File: config.mk
export PLATFORM = sky130hd
export DESIGN_NAME = alu_exec_stage_flat
export DESIGN_NICKNAME = d
export VERILOG_FILES = /design/src/rtl/alu_pkg.sv /design/src/rtl/alu_exec_stage_if.sv /design/src/rtl/alu_ctrl_decode.sv /design/src/rtl/alu_exec_stage.sv /design/src/flat_wrapper.sv
export SDC_FILE = /design/constraint.sdc
export NUM_CORES = 1
export LEC_CHECK = 0
export ABC_AREA = 1
export BUFFER_PORTS_ARGS = -buffer_cell sky130_fd_sc_hd__buf_2
export CAP_MARGIN = 20
export CORE_MARGIN = 3
export CORE_UTILIZATION = 44
export CTS_BUF_LIST = sky130_fd_sc_hd__clkbuf_8
export CTS_CLUSTER_DIAMETER = 200
export DETAILED_ROUTE_END_ITERATION = 6
export PLACE_DENSITY = 0.88
export SLEW_MARGIN = 20
export SYNTH_ARGS = -nofsm -noshare
export SYNTH_HDL_FRONTEND = slang
export SYNTH_SLANG_ARGS = --single-unit
File: constraint.sdc
create_clock -name clk -period 1.3 [get_ports clk]
set_input_delay 0.26 -clock clk [delete_from_list [all_inputs] [get_ports clk]]
set_output_delay 0.26 -clock clk [all_outputs]
set_load 0.02 [all_outputs]
File: src/rtl/alu_pkg.sv
`default_nettype none
// ============================================================================
//  Module      : alu_pkg
//  Description : Shared op codes, funct codes, aluop codes and the state
//                encoding for the execute-stage controller.
//  Revision    : 1.0  initial release
// ============================================================================
package alu_pkg;

  // Op codes understood by the gate-level ALU
  localparam logic [2:0] ALU_AND = 3'b000;
  localparam logic [2:0] ALU_OR  = 3'b001;
  localparam logic [2:0] ALU_ADD = 3'b010;
  localparam logic [2:0] ALU_SUB = 3'b110;
  localparam logic [2:0] ALU_SLT = 3'b111;

  // R-type funct field values
  localparam logic [5:0] FN_ADD = 6'b100000;
  localparam logic [5:0] FN_SUB = 6'b100010;
  localparam logic [5:0] FN_AND = 6'b100100;
  localparam logic [5:0] FN_OR  = 6'b100101;
  localparam logic [5:0] FN_SLT = 6'b101010;

  // Main-decoder aluop values
  localparam logic [1:0] AOP_ADD     = 2'b00;
  localparam logic [1:0] AOP_SUB     = 2'b01;
  localparam logic [1:0] AOP_FUNCT   = 2'b10;
  localparam logic [1:0] AOP_ILLEGAL = 2'b11;

  typedef enum logic [1:0] {
    IDLE   = 2'd0,
    SETTLE = 2'd1,
    DONE   = 2'd2
  } state_e;

endpackage
`default_nettype wire

File: src/rtl/alu_exec_stage_if.sv
`default_nettype none
// ============================================================================
//  Module      : alu_exec_stage_if
//  Description : Request, ALU and result buses of the execute stage. The
//                slave modport is the stage itself; the master modport is
//                its environment (upstream, ALU and downstream together).
//  Revision    : 1.0  initial release
// ============================================================================
interface alu_exec_stage_if #(
  parameter int WIDTH = 32
);
  logic             in_valid;
  logic             in_ready;
  logic [1:0]       in_aluop;
  logic [5:0]       in_funct;
  logic [WIDTH-1:0] in_a;
  logic [WIDTH-1:0] in_b;

  logic [WIDTH-1:0] alu_a;
  logic [WIDTH-1:0] alu_b;
  logic [2:0]       alu_op;
  logic [WIDTH-1:0] alu_result;
  logic             alu_cout;

  logic             out_valid;
  logic             out_ready;
  logic [WIDTH-1:0] out_result;
  logic             out_zero;
  logic             out_overflow;
  logic             out_cout;
  logic             out_illegal;

  modport slave (
    input  in_valid, in_aluop, in_funct, in_a, in_b,
    output in_ready,
    output alu_a, alu_b, alu_op,
    input  alu_result, alu_cout,
    output out_valid, out_result, out_zero, out_overflow, out_cout, out_illegal,
    input  out_ready
  );

  modport master (
    output in_valid, in_aluop, in_funct, in_a, in_b,
    input  in_ready,
    input  alu_a, alu_b, alu_op,
    output alu_result, alu_cout,
    input  out_valid, out_result, out_zero, out_overflow, out_cout, out_illegal,
    output out_ready
  );

endinterface
`default_nettype wire

File: src/rtl/alu_ctrl_decode.sv
`default_nettype none
// ============================================================================
//  Module      : alu_ctrl_decode
//  Description : Combinational ALU control decode from (aluop, funct) to the
//                ALU op code, an slt marker and an illegal flag.
//  Revision    : 1.0  initial release
// ============================================================================
module alu_ctrl_decode
  import alu_pkg::*;
(
  input  logic [1:0] aluop,
  input  logic [5:0] funct,
  output logic [2:0] op,
  output logic       is_slt,
  output logic       illegal
);

  // Map the request onto an ALU op; anything unrecognised is illegal
  always_comb begin
    op      = ALU_AND;
    is_slt  = 1'b0;
    illegal = 1'b0;
    case (aluop)
      AOP_ADD: op = ALU_ADD;
      AOP_SUB: op = ALU_SUB;
      AOP_FUNCT: begin
        case (funct)
          FN_ADD: op = ALU_ADD;
          FN_SUB: op = ALU_SUB;
          FN_AND: op = ALU_AND;
          FN_OR:  op = ALU_OR;
          FN_SLT: begin
            op     = ALU_SLT;
            is_slt = 1'b1;
          end
          default: illegal = 1'b1;
        endcase
      end
      default: illegal = 1'b1;
    endcase
  end

endmodule
`default_nettype wire

File: src/rtl/alu_exec_stage.sv
`default_nettype none
// ============================================================================
//  Module      : alu_exec_stage
//  Description : Execute-stage controller. Accepts a decoded request, holds
//                operands on the ALU for SETTLE_CYCLES, captures a corrected
//                result with flags and offers it downstream.
//  Revision    : 1.0  initial release
// ============================================================================
module alu_exec_stage
  import alu_pkg::*;
#(
  parameter int WIDTH         = 32,
  parameter int SETTLE_CYCLES = 4
) (
  input  logic            clk,
  input  logic            rst_n,
  alu_exec_stage_if.slave bus
);

  localparam logic [3:0] CNT_LOAD = 4'(SETTLE_CYCLES - 1);

  state_e           state_q, state_d;
  logic [3:0]       cnt_q, cnt_d;
  logic [WIDTH-1:0] alu_a_q, alu_a_d;
  logic [WIDTH-1:0] alu_b_q, alu_b_d;
  logic [2:0]       alu_op_q, alu_op_d;
  logic             is_slt_q, is_slt_d;
  logic [WIDTH-1:0] res_q, res_d;
  logic             zero_q, zero_d;
  logic             ovf_q, ovf_d;
  logic             cout_q, cout_d;
  logic             illegal_q, illegal_d;

  logic [2:0]       dec_op;
  logic             dec_is_slt;
  logic             dec_illegal;
  logic             accept;
  logic             ovf_raw;
  logic             a_msb, b_msb, r_msb;

  alu_ctrl_decode u_decode (
    .aluop   (bus.in_aluop),
    .funct   (bus.in_funct),
    .op      (dec_op),
    .is_slt  (dec_is_slt),
    .illegal (dec_illegal)
  );

  assign bus.in_ready = (state_q == IDLE) | ((state_q == DONE) & bus.out_ready);
  assign accept       = bus.in_valid & bus.in_ready;

  // Signed overflow of the held operation, judged from the latched operand MSBs
  always_comb begin
    a_msb = alu_a_q[WIDTH-1];
    b_msb = alu_b_q[WIDTH-1];
    r_msb = bus.alu_result[WIDTH-1];
    case (alu_op_q)
      ALU_ADD:          ovf_raw = (a_msb == b_msb) & (r_msb != a_msb);
      ALU_SUB, ALU_SLT: ovf_raw = (a_msb != b_msb) & (r_msb != a_msb);
      default:          ovf_raw = 1'b0;
    endcase
  end

  // Next-state, operand latching and result capture
  always_comb begin
    state_d   = state_q;
    cnt_d     = cnt_q;
    alu_a_d   = alu_a_q;
    alu_b_d   = alu_b_q;
    alu_op_d  = alu_op_q;
    is_slt_d  = is_slt_q;
    res_d     = res_q;
    zero_d    = zero_q;
    ovf_d     = ovf_q;
    cout_d    = cout_q;
    illegal_d = illegal_q;
    case (state_q)
      IDLE, DONE: begin
        if (accept) begin
          if (dec_illegal) begin
            // Illegal requests skip the ALU and report immediately
            res_d     = '0;
            zero_d    = 1'b1;
            ovf_d     = 1'b0;
            cout_d    = 1'b0;
            illegal_d = 1'b1;
            state_d   = DONE;
          end else begin
            alu_a_d  = bus.in_a;
            alu_b_d  = bus.in_b;
            alu_op_d = dec_op;
            is_slt_d = dec_is_slt;
            cnt_d    = CNT_LOAD;
            state_d  = SETTLE;
          end
        end else if (state_q == DONE && bus.out_ready) begin
          state_d = IDLE;
        end
      end
      SETTLE: begin
        if (cnt_q != 4'd0) begin
          cnt_d = cnt_q - 4'd1;
        end else begin
          if (is_slt_q) begin
            // The ALU computes a-b for slt; sign xor overflow gives true less-than
            res_d  = {{(WIDTH-1){1'b0}}, r_msb ^ ovf_raw};
            ovf_d  = 1'b0;
            cout_d = 1'b0;
          end else if (alu_op_q == ALU_ADD || alu_op_q == ALU_SUB) begin
            res_d  = bus.alu_result;
            ovf_d  = ovf_raw;
            cout_d = bus.alu_cout;
          end else begin
            res_d  = bus.alu_result;
            ovf_d  = 1'b0;
            cout_d = 1'b0;
          end
          zero_d    = (res_d == '0);
          illegal_d = 1'b0;
          state_d   = DONE;
        end
      end
      default: state_d = IDLE;
    endcase
  end

  // State and datapath registers with synchronous active-low reset
  always_ff @(posedge clk) begin
    if (!rst_n) begin
      state_q   <= IDLE;
      cnt_q     <= '0;
      alu_a_q   <= '0;
      alu_b_q   <= '0;
      alu_op_q  <= '0;
      is_slt_q  <= 1'b0;
      res_q     <= '0;
      zero_q    <= 1'b0;
      ovf_q     <= 1'b0;
      cout_q    <= 1'b0;
      illegal_q <= 1'b0;
    end else begin
      state_q   <= state_d;
      cnt_q     <= cnt_d;
      alu_a_q   <= alu_a_d;
      alu_b_q   <= alu_b_d;
      alu_op_q  <= alu_op_d;
      is_slt_q  <= is_slt_d;
      res_q     <= res_d;
      zero_q    <= zero_d;
      ovf_q     <= ovf_d;
      cout_q    <= cout_d;
      illegal_q <= illegal_d;
    end
  end

  assign bus.alu_a        = alu_a_q;
  assign bus.alu_b        = alu_b_q;
  assign bus.alu_op       = alu_op_q;
  assign bus.out_valid    = (state_q == DONE);
  assign bus.out_result   = res_q;
  assign bus.out_zero     = zero_q;
  assign bus.out_overflow = ovf_q;
  assign bus.out_cout     = cout_q;
  assign bus.out_illegal  = illegal_q;

endmodule
`default_nettype wire

File: src/flat_wrapper.sv
// flat-port wrapper written by rule: the top's interface ports become plain ports
module alu_exec_stage_flat import alu_pkg::*;
#(
  parameter int WIDTH         = 32,
  parameter int SETTLE_CYCLES = 4
)
  (clk, rst_n, bus_in_valid, bus_in_aluop, bus_in_funct, bus_in_a, bus_in_b, bus_in_ready, bus_alu_a, bus_alu_b, bus_alu_op, bus_alu_result, bus_alu_cout, bus_out_valid, bus_out_result, bus_out_zero, bus_out_overflow, bus_out_cout, bus_out_illegal, bus_out_ready);
  alu_exec_stage_if #(.WIDTH(WIDTH)) bus_i ();
  input  logic clk;
  input  logic rst_n;
  input wire logic [$bits(bus_i.in_valid)-1:0] bus_in_valid;
  input wire logic [$bits(bus_i.in_aluop)-1:0] bus_in_aluop;
  input wire logic [$bits(bus_i.in_funct)-1:0] bus_in_funct;
  input wire logic [$bits(bus_i.in_a)-1:0] bus_in_a;
  input wire logic [$bits(bus_i.in_b)-1:0] bus_in_b;
  output wire logic [$bits(bus_i.in_ready)-1:0] bus_in_ready;
  output wire logic [$bits(bus_i.alu_a)-1:0] bus_alu_a;
  output wire logic [$bits(bus_i.alu_b)-1:0] bus_alu_b;
  output wire logic [$bits(bus_i.alu_op)-1:0] bus_alu_op;
  input wire logic [$bits(bus_i.alu_result)-1:0] bus_alu_result;
  input wire logic [$bits(bus_i.alu_cout)-1:0] bus_alu_cout;
  output wire logic [$bits(bus_i.out_valid)-1:0] bus_out_valid;
  output wire logic [$bits(bus_i.out_result)-1:0] bus_out_result;
  output wire logic [$bits(bus_i.out_zero)-1:0] bus_out_zero;
  output wire logic [$bits(bus_i.out_overflow)-1:0] bus_out_overflow;
  output wire logic [$bits(bus_i.out_cout)-1:0] bus_out_cout;
  output wire logic [$bits(bus_i.out_illegal)-1:0] bus_out_illegal;
  input wire logic [$bits(bus_i.out_ready)-1:0] bus_out_ready;
  assign bus_i.in_valid = bus_in_valid;
  assign bus_i.in_aluop = bus_in_aluop;
  assign bus_i.in_funct = bus_in_funct;
  assign bus_i.in_a = bus_in_a;
  assign bus_i.in_b = bus_in_b;
  assign bus_in_ready = bus_i.in_ready;
  assign bus_alu_a = bus_i.alu_a;
  assign bus_alu_b = bus_i.alu_b;
  assign bus_alu_op = bus_i.alu_op;
  assign bus_i.alu_result = bus_alu_result;
  assign bus_i.alu_cout = bus_alu_cout;
  assign bus_out_valid = bus_i.out_valid;
  assign bus_out_result = bus_i.out_result;
  assign bus_out_zero = bus_i.out_zero;
  assign bus_out_overflow = bus_i.out_overflow;
  assign bus_out_cout = bus_i.out_cout;
  assign bus_out_illegal = bus_i.out_illegal;
  assign bus_i.out_ready = bus_out_ready;
  alu_exec_stage #(.WIDTH(WIDTH), .SETTLE_CYCLES(SETTLE_CYCLES)) u_core (.clk(clk), .rst_n(rst_n), .bus(bus_i));
endmodule
==> results of run 1 <==
flip-flops by register name, indices dropped and copies added, names as in the netlist:
name and cells:
u_core.bus.alu_op 3, u_core.bus.alu_a 32, u_core.cnt_q 4, u_core.bus.out_overflow 1
u_core.bus.out_zero 1, u_core.bus.out_result 32, u_core.bus.out_illegal 1, u_core.state_q 2
u_core.is_slt_q 1, u_core.bus.alu_b 32, u_core.bus.out_cout 1
power breakdown:
part	internal, W	leakage, nW	switching, W
Sequential	0.00353	0.898	0.000106
Clock	0.00112	0.104	0.00112
Combinational	0.000939	2.28	0.00117
area by class of cell:
class / count / share of cell area (%)
Inverter: 24 / 1.448
Multi-Input combinational cell: 425 / 34.08
Timing Repair Buffer: 278 / 28.79
Sequential cell: 110 / 30.49
Tap cell: 133 / 2.293
Clock inverter: 4 / 0.9998
Clock buffer: 10 / 1.896
what timing repair did:
action,CTS,global route
buffers inserted,8,3
setup endpoints to repair,109,114
resized for setup,119,37
gates cloned,13,3
pin swaps,30,17
kinds of logic (layout without fill, tap and decap cells):
logic type | count (synthesis) | after routing | synth area share [%]
and+or+nand+nor | 301 | 301 | 30.53
AOI/OAI and AO/OA | 121 | 121 | 13.19
DFF | 110 | 110 | 47.55
buffers and inverters | 76 | 316 | 8.079
xor gates and xnor gates | 2 | 2 | 0.3783
adders and majority gates | 1 | 1 | 0.2702
metrics by stage:
stage	setup WS (ns)	util [%]	cells	TNS, ns
finish	-0.1488	72.59	984	-8.406
global route	-0.2203	72.59	984	-15.53
CTS	-0.08981	70.71	979	-5.281
detailed placement	-0.2853	60.70	945	-24.72
global placement	-0.2266	60.70	945	-19.58
floorplan	-0.03203	-	611	-1.195
placed cells by master, fill, tap and decap left out, types with 9 or more instances in the layout:
master / instances
a21oi_2: 25
a21oi_1: 77
o21ai_2: 11
nand2_1: 97
nand4_1: 70
nand2_2: 23
nand3_1: 37
clkbuf_8: 10
buf_2: 210
buf_16: 12
nand2_4: 20
buf_12: 15
inv_1: 12
buf_4: 31
inv_2: 9
dfxtp_1: 103
nor2_1: 38
per-layer routing:
metal	GRT usage (%)	vias to the layer above
met5	0	-
met4	10.37	0
met3	7.940	45
met2	50.13	393
met1	32.38	2596
li1	-	2572
worst max-delay path by stage:
stage | cells past startpoint | end | slack, ns
2_1_floorplan | 10 | u_core.bus.out_result[10] | -0.03
3_3_place_gp | 12 | u_core.cnt_q[1] | -0.23
3_5_place_dp | 11 | u_core.bus.alu_a[14] | -0.29
4_1_cts | 4 | bus_out_valid | -0.09
5_1_grt | 11 | u_core.cnt_q[3] | -0.22
6_report | 9 | u_core.cnt_q[3] | -0.15
critical path: cells and delay by family, from the launching register on:
family          cells  cell delay (ns)
buf+inv             4             0.39
compound gates      1             0.13
simple gates        4             0.46
flops               1             0.39
==> metrics, run 1 <==
status finished, violations left; violated checks negative setup slack; via count 5606; First DRT Iteration DRCs 603; min-delay src bus_in_a[31]; CP Launch Type register; total global-route track usage 28.32%; Die X 108.6 µm; crit path max fanout 6; Worst-Skew Late Latency 0.35 ns; critical-path cell list inv_2, nor2_1, inv_2, buf_4, nor2_1, inv_2, nand2_8, nand2_1, a21oi_2; via/cell ratio 5.697; Worst EP required 1.59 ns; Root Driver clkbuf_8; IO Port Bufs 213; most common cell in the synthesized netlist nand2_1; #FFs+latches synth 110; initial antenna violation count 0; hold_ws 0.1348 ns; hold buffer count at CTS 0; uppermost layer routed met4; crit path DAT 1.74 ns; CP Capture Type register; drt pass-1 iters 6; FF-to-FF End u_core.cnt_q[3]; Final Max Tran Viols 0; Post-synth EDFFs 0; Gate Count Post-Synth 611; register area 2213 µm²; Synth top cells by count nand2_1, dfxtp_1, a21oi_1; hold path depth 3; VDD IR-drop max 669.3 µV; share of layout cells above drive strength 1 47.47%; filler cell count 736; Max-slew headroom 81.02%; Critical R2R Launch u_core.state_q[0]; Core ar. 10000 µm²; RSZ-0062 raised after global routing yes; final hold viol count 0; WHS Endpoint u_core.bus.alu_a[31]; Slowest-stage cell, CP dfxtp_4; distinct cell type count after synthesis 25; R2R cell count 9; CTS clock-pin slew for the worst setup and hold paths 0.11 ns; Synth area leader dfxtp_1; Pwr Density 1100 nW/µm²; ANT cells 0; die area 11790 µm²; Syn Std Cell Area 4631 µm²; Routed wire per std cell 18.27 µm; Num CTS Buffers 9; Syn Nets 721; worst stage delay on the critical path 0.39 ns; Final GP Congestion 0.8131; routed wl met2 9.039 mm; Syn. warnings 0; CTS tree yes; FMAX 690.2 MHz; cell mode on critical path inv_2; Area contributors post-synth dfxtp_1, nand2_1, a21oi_1, nand4_1, nand3_1; Area Overhead vs Synth 56.74%; drc violations 0; CP Launch Point u_core.state_q[0]; Post-synth ARST share 0%; min cycle time layout 1.449 ns; Chip Height 108.6 µm; Cell Area, Placed 6070 µm²; Row Count 36; Clock Sinks 110; Clock Tree Buf Depth 2; actual slew at the worst max-slew pin 0.2846 ns; WL met1 6.445 mm; I/O Pins 214; sequential cell area fraction in the yosys report 47.55%; Met3 Routed Length 2.072 mm; H-tree depth 3; Overflow after GRT 0; first-pass GRT wire length 26.50 mm; Final setup violation count 108; Setup WS post-layout -0.1488 ns; top cell type's share of synthesized area 47.55%; top_reg_cell synth dfxtp_1; pin count of the biggest net entering global routing 65; Power Total 0.007983 W; fin crit share 111.4%; Initial Util 46.31%; footprint of the multi-input gates 2474 µm²; max_cap viols 0; nets 958; total routed wirelength 17.98 mm; Finished Cell Area 7258 µm²; Syn Area/Cell 7.579 µm²; Post-DRT Antenna Nets 0; vias in the first global route 5361; Hold WC Path Type in -> reg; Leakage 3.280 nW; Setup CP Type reg -> reg; Max Clock Skew 0.01707 ns; Reg2Reg Setup Slack -0.15 ns; dpl hpwl 9.929 mm
No activity file was read; power rests on OpenSTA's default activity.
==> run 2, diff against run 1 <==
--- a/config.mk
+++ b/config.mk
@@ -9,12 +9,13 @@
 export BUFFER_PORTS_ARGS = -buffer_cell sky130_fd_sc_hd__buf_2
 export CAP_MARGIN = 20
 export CORE_MARGIN = 3
-export CORE_UTILIZATION = 44
+export CORE_UTILIZATION = 50
 export CTS_BUF_LIST = sky130_fd_sc_hd__clkbuf_8
 export CTS_CLUSTER_DIAMETER = 200
 export DETAILED_ROUTE_END_ITERATION = 6
-export PLACE_DENSITY = 0.88
+export PLACE_DENSITY = 0.94
 export SLEW_MARGIN = 20
 export SYNTH_ARGS = -nofsm -noshare
 export SYNTH_HDL_FRONTEND = slang
 export SYNTH_SLANG_ARGS = --single-unit
+export TNS_END_PERCENT = 1
==> constraint.sdc (replaced) <==
create_clock -name clk -period 1.9 [get_ports clk]
set_input_delay 0.38 -clock clk [delete_from_list [all_inputs] [get_ports clk]]
set_output_delay 0.38 -clock clk [all_outputs]
set_load 0.02 [all_outputs]
==> run 2 against run 1 <==
  * The run now ends clean
  * Sequential share of layout area increased by 6.7 points
  * Critical path depth increased by 1
  * Combinational power decreased by 56%
  * Worst setup slack improved by 0.40 ns
  * First-iteration DRC count decreased by 60%
  * Wire length decreased by 28%
  * Critical path type unchanged
==> metrics, run 2 (synthesis gave the netlist of run 1 again) <==
status complete, no violations; Post-DRT Antenna Nets 0 (unchanged); critical-path cell list inv_1, ha_1, nand2_1, nor2_4, inv_1, nand2_1, nand2_4, buf_12, nand2_1, a21oi_1; initial antenna violation count 0 (unchanged); Core ar. 8848 µm² (-12%); Cell Count, Final, Fillers Out 906 (-7.9%); CTS tree yes; Final GP Congestion 0.8444 (+3.8%); RSZ-0062 raised after global routing no; dpl ws 0.1374 ns (+0.4227 ns); CP Capture Point u_core.bus.out_result[23]; uppermost layer routed met4; Setup WS post-layout 0.2532 ns (+0.4020 ns); Post-Place Cells 891 (-5.7%); IO Port Bufs 213 (unchanged); Root Driver clkbuf_8; ANT cells 0 (unchanged); drt pass-1 iters 5 (-1); Pwr Density 812.1 nW/µm² (-26%); Die X 102.2 µm (-5.9%); total global-route track usage 23.87% (-4.4 points); Worst EP required 2.20 ns (+0.61 ns); routed wl met2 6.330 mm (-30%); cell mode on critical path nand2_1; Hold WC Path Type in -> reg; CP bufs+invs 3 (-1); Area Overhead vs Synth 27.72%; final hold viol count 0 (unchanged); first-pass GRT wire length 20.29 mm (-23%); Final setup violation count 0 (-100%); R2R cell count 10 (+1); commonest cells after routing, fill and taps aside buf_2, nand2_1, dfxtp_1; Row Count 34 (-5.6%); CP Capture Type register; Setup CP Type reg -> reg; Initial Util 52.33% (+6.0 points); dpl hpwl 9.198 mm (-7.4%); Reg2Reg Setup Slack 0.25 ns (+0.40 ns); crit path DAT 1.94 ns (+0.20 ns); drc violations 0 (unchanged); delay-heaviest family, CP simple AND/OR/NAND/NOR gates; worst stage delay on the critical path 0.37 ns (-0.02 ns); Max Clock Skew 0.007938 ns (-0.009134 ns); FF-to-FF End u_core.bus.out_result[23]; Num CTS Buffers 9 (unchanged); nets 904 (-5.6%); FMAX 607.2 MHz (-12%); Worst-Skew Late Latency 0.36 ns (about the same); I/O Pins 214 (unchanged); CP Launch Point u_core.cnt_q[0]; hold buffer count at CTS 0 (unchanged); max_cap viols 0 (unchanged); CTS clock-pin slew for the worst setup and hold paths 0.10 ns (about the same); Routed wire per std cell 14.35 µm (-21%); min cycle time layout 1.647 ns (+0.1980 ns); Crit path depth 10 (+1); Slowest-stage cell, CP dfxtp_1; Post-CTS Resized 0 (-100%); Fin Setup TNS 0 ns (+8.406 ns); actual slew at the worst max-slew pin 0.3221 ns (+0.03747 ns); via/cell ratio 5.433 (-4.6%); H-tree depth 3 (unchanged); CP Launch Type register; Leakage 2.708 nW (-17%); die area 10450 µm² (-11%); Final Max Tran Viols 0 (unchanged); hold_ws 0.2456 ns (+0.1108 ns); pin count of the biggest net entering global routing 70 (+7.7%); Met3 Routed Length 1.447 mm (-30%); postcts setup bufs 0 (-8); via count 4922 (-12%); VDD IR-drop max 629.5 µV (-6.0%); Max-slew headroom 78.53% (-2.5 points); Clock Sinks 110 (unchanged); Clock Tree Buf Depth 2 (unchanged); fin crit share 86.67% (-25 points); vias in the first global route 4388 (-18%); hold path depth 3 (unchanged); Chip Height 102.2 µm (-5.9%); WL met1 5.060 mm (-21%); share of layout cells above drive strength 1 31.95% (-16 points); total routed wirelength 13.00 mm (-28%); Layout Utilization 66.84% (-5.7 points); Critical R2R Launch u_core.cnt_q[0]; First DRT Iteration DRCs 239 (-60%); Overflow after GRT 0 (unchanged); crit path max fanout 26 (+20); commonest non-fill, non-tap cell in the layout buf_2
-- run 2: tightest hold or removal path, stage by stage --
cell and delay (ns):
buf_2 0.07, nor2_1 0.03, nor2_1 0.08
-- run 2: how the worst min path moves through the flow --
stage / to / slack, ns / startpoint
finish: u_core.bus.alu_a[31] / 0.25 / bus_in_a[31]
global route: u_core.bus.alu_a[31] / 0.25 / bus_in_a[31]
CTS: u_core.bus.alu_b[31] / 0.23 / bus_in_b[31]
detailed placement: u_core.bus.out_result[31] / 0.45 / u_core.bus.out_result[31]
global placement: u_core.bus.out_result[31] / 0.44 / u_core.bus.out_result[31]
floorplan: u_core.cnt_q[1] / 0.48 / u_core.cnt_q[1]
-- run 2: stage by stage --
stage / power, W / instance area [µm²]
2_1_floorplan: 0.003110 / 4631
3_3_place_gp: 0.003425 / 5720
3_5_place_dp: 0.003444 / 5720
4_1_cts: 0.004835 / 5914
5_1_grt: 0.005018 / 5914
6_report: 0.004803 / 5914
-- run 2: power by group --
part / switching (W) / internal, W / leakage [nW] / total, W
combinational: 0.000588 / 0.000331 / 1.71 / 0.000919
sequential: 0.0000607 / 0.00242 / 0.895 / 0.00248
clock: 0.000792 / 0.000616 / 0.100 / 0.00141
total: 0.00144 / 0.00336 / 2.71 / 0.00480
-- run 2: final cells by class --
type | instances | area, µm²
fill | 734 | 2934
timing repair buffer | 224 | 1236
tap | 108 | 135.1
sequential | 110 | 2202
inverter | 24 | 90.09
clock buffer | 9 | 123.9
clock inverter | 6 | 70.07
multi-input combinational | 425 | 2057
-- run 2: per-layer routing --
metal / vias to the layer above / global-route usage (%)
met5: - / 0
met4: 0 / 5.651
met3: 15 / 9.556
met2: 230 / 39.68
met1: 2232 / 29.12
li1: 2445 / -
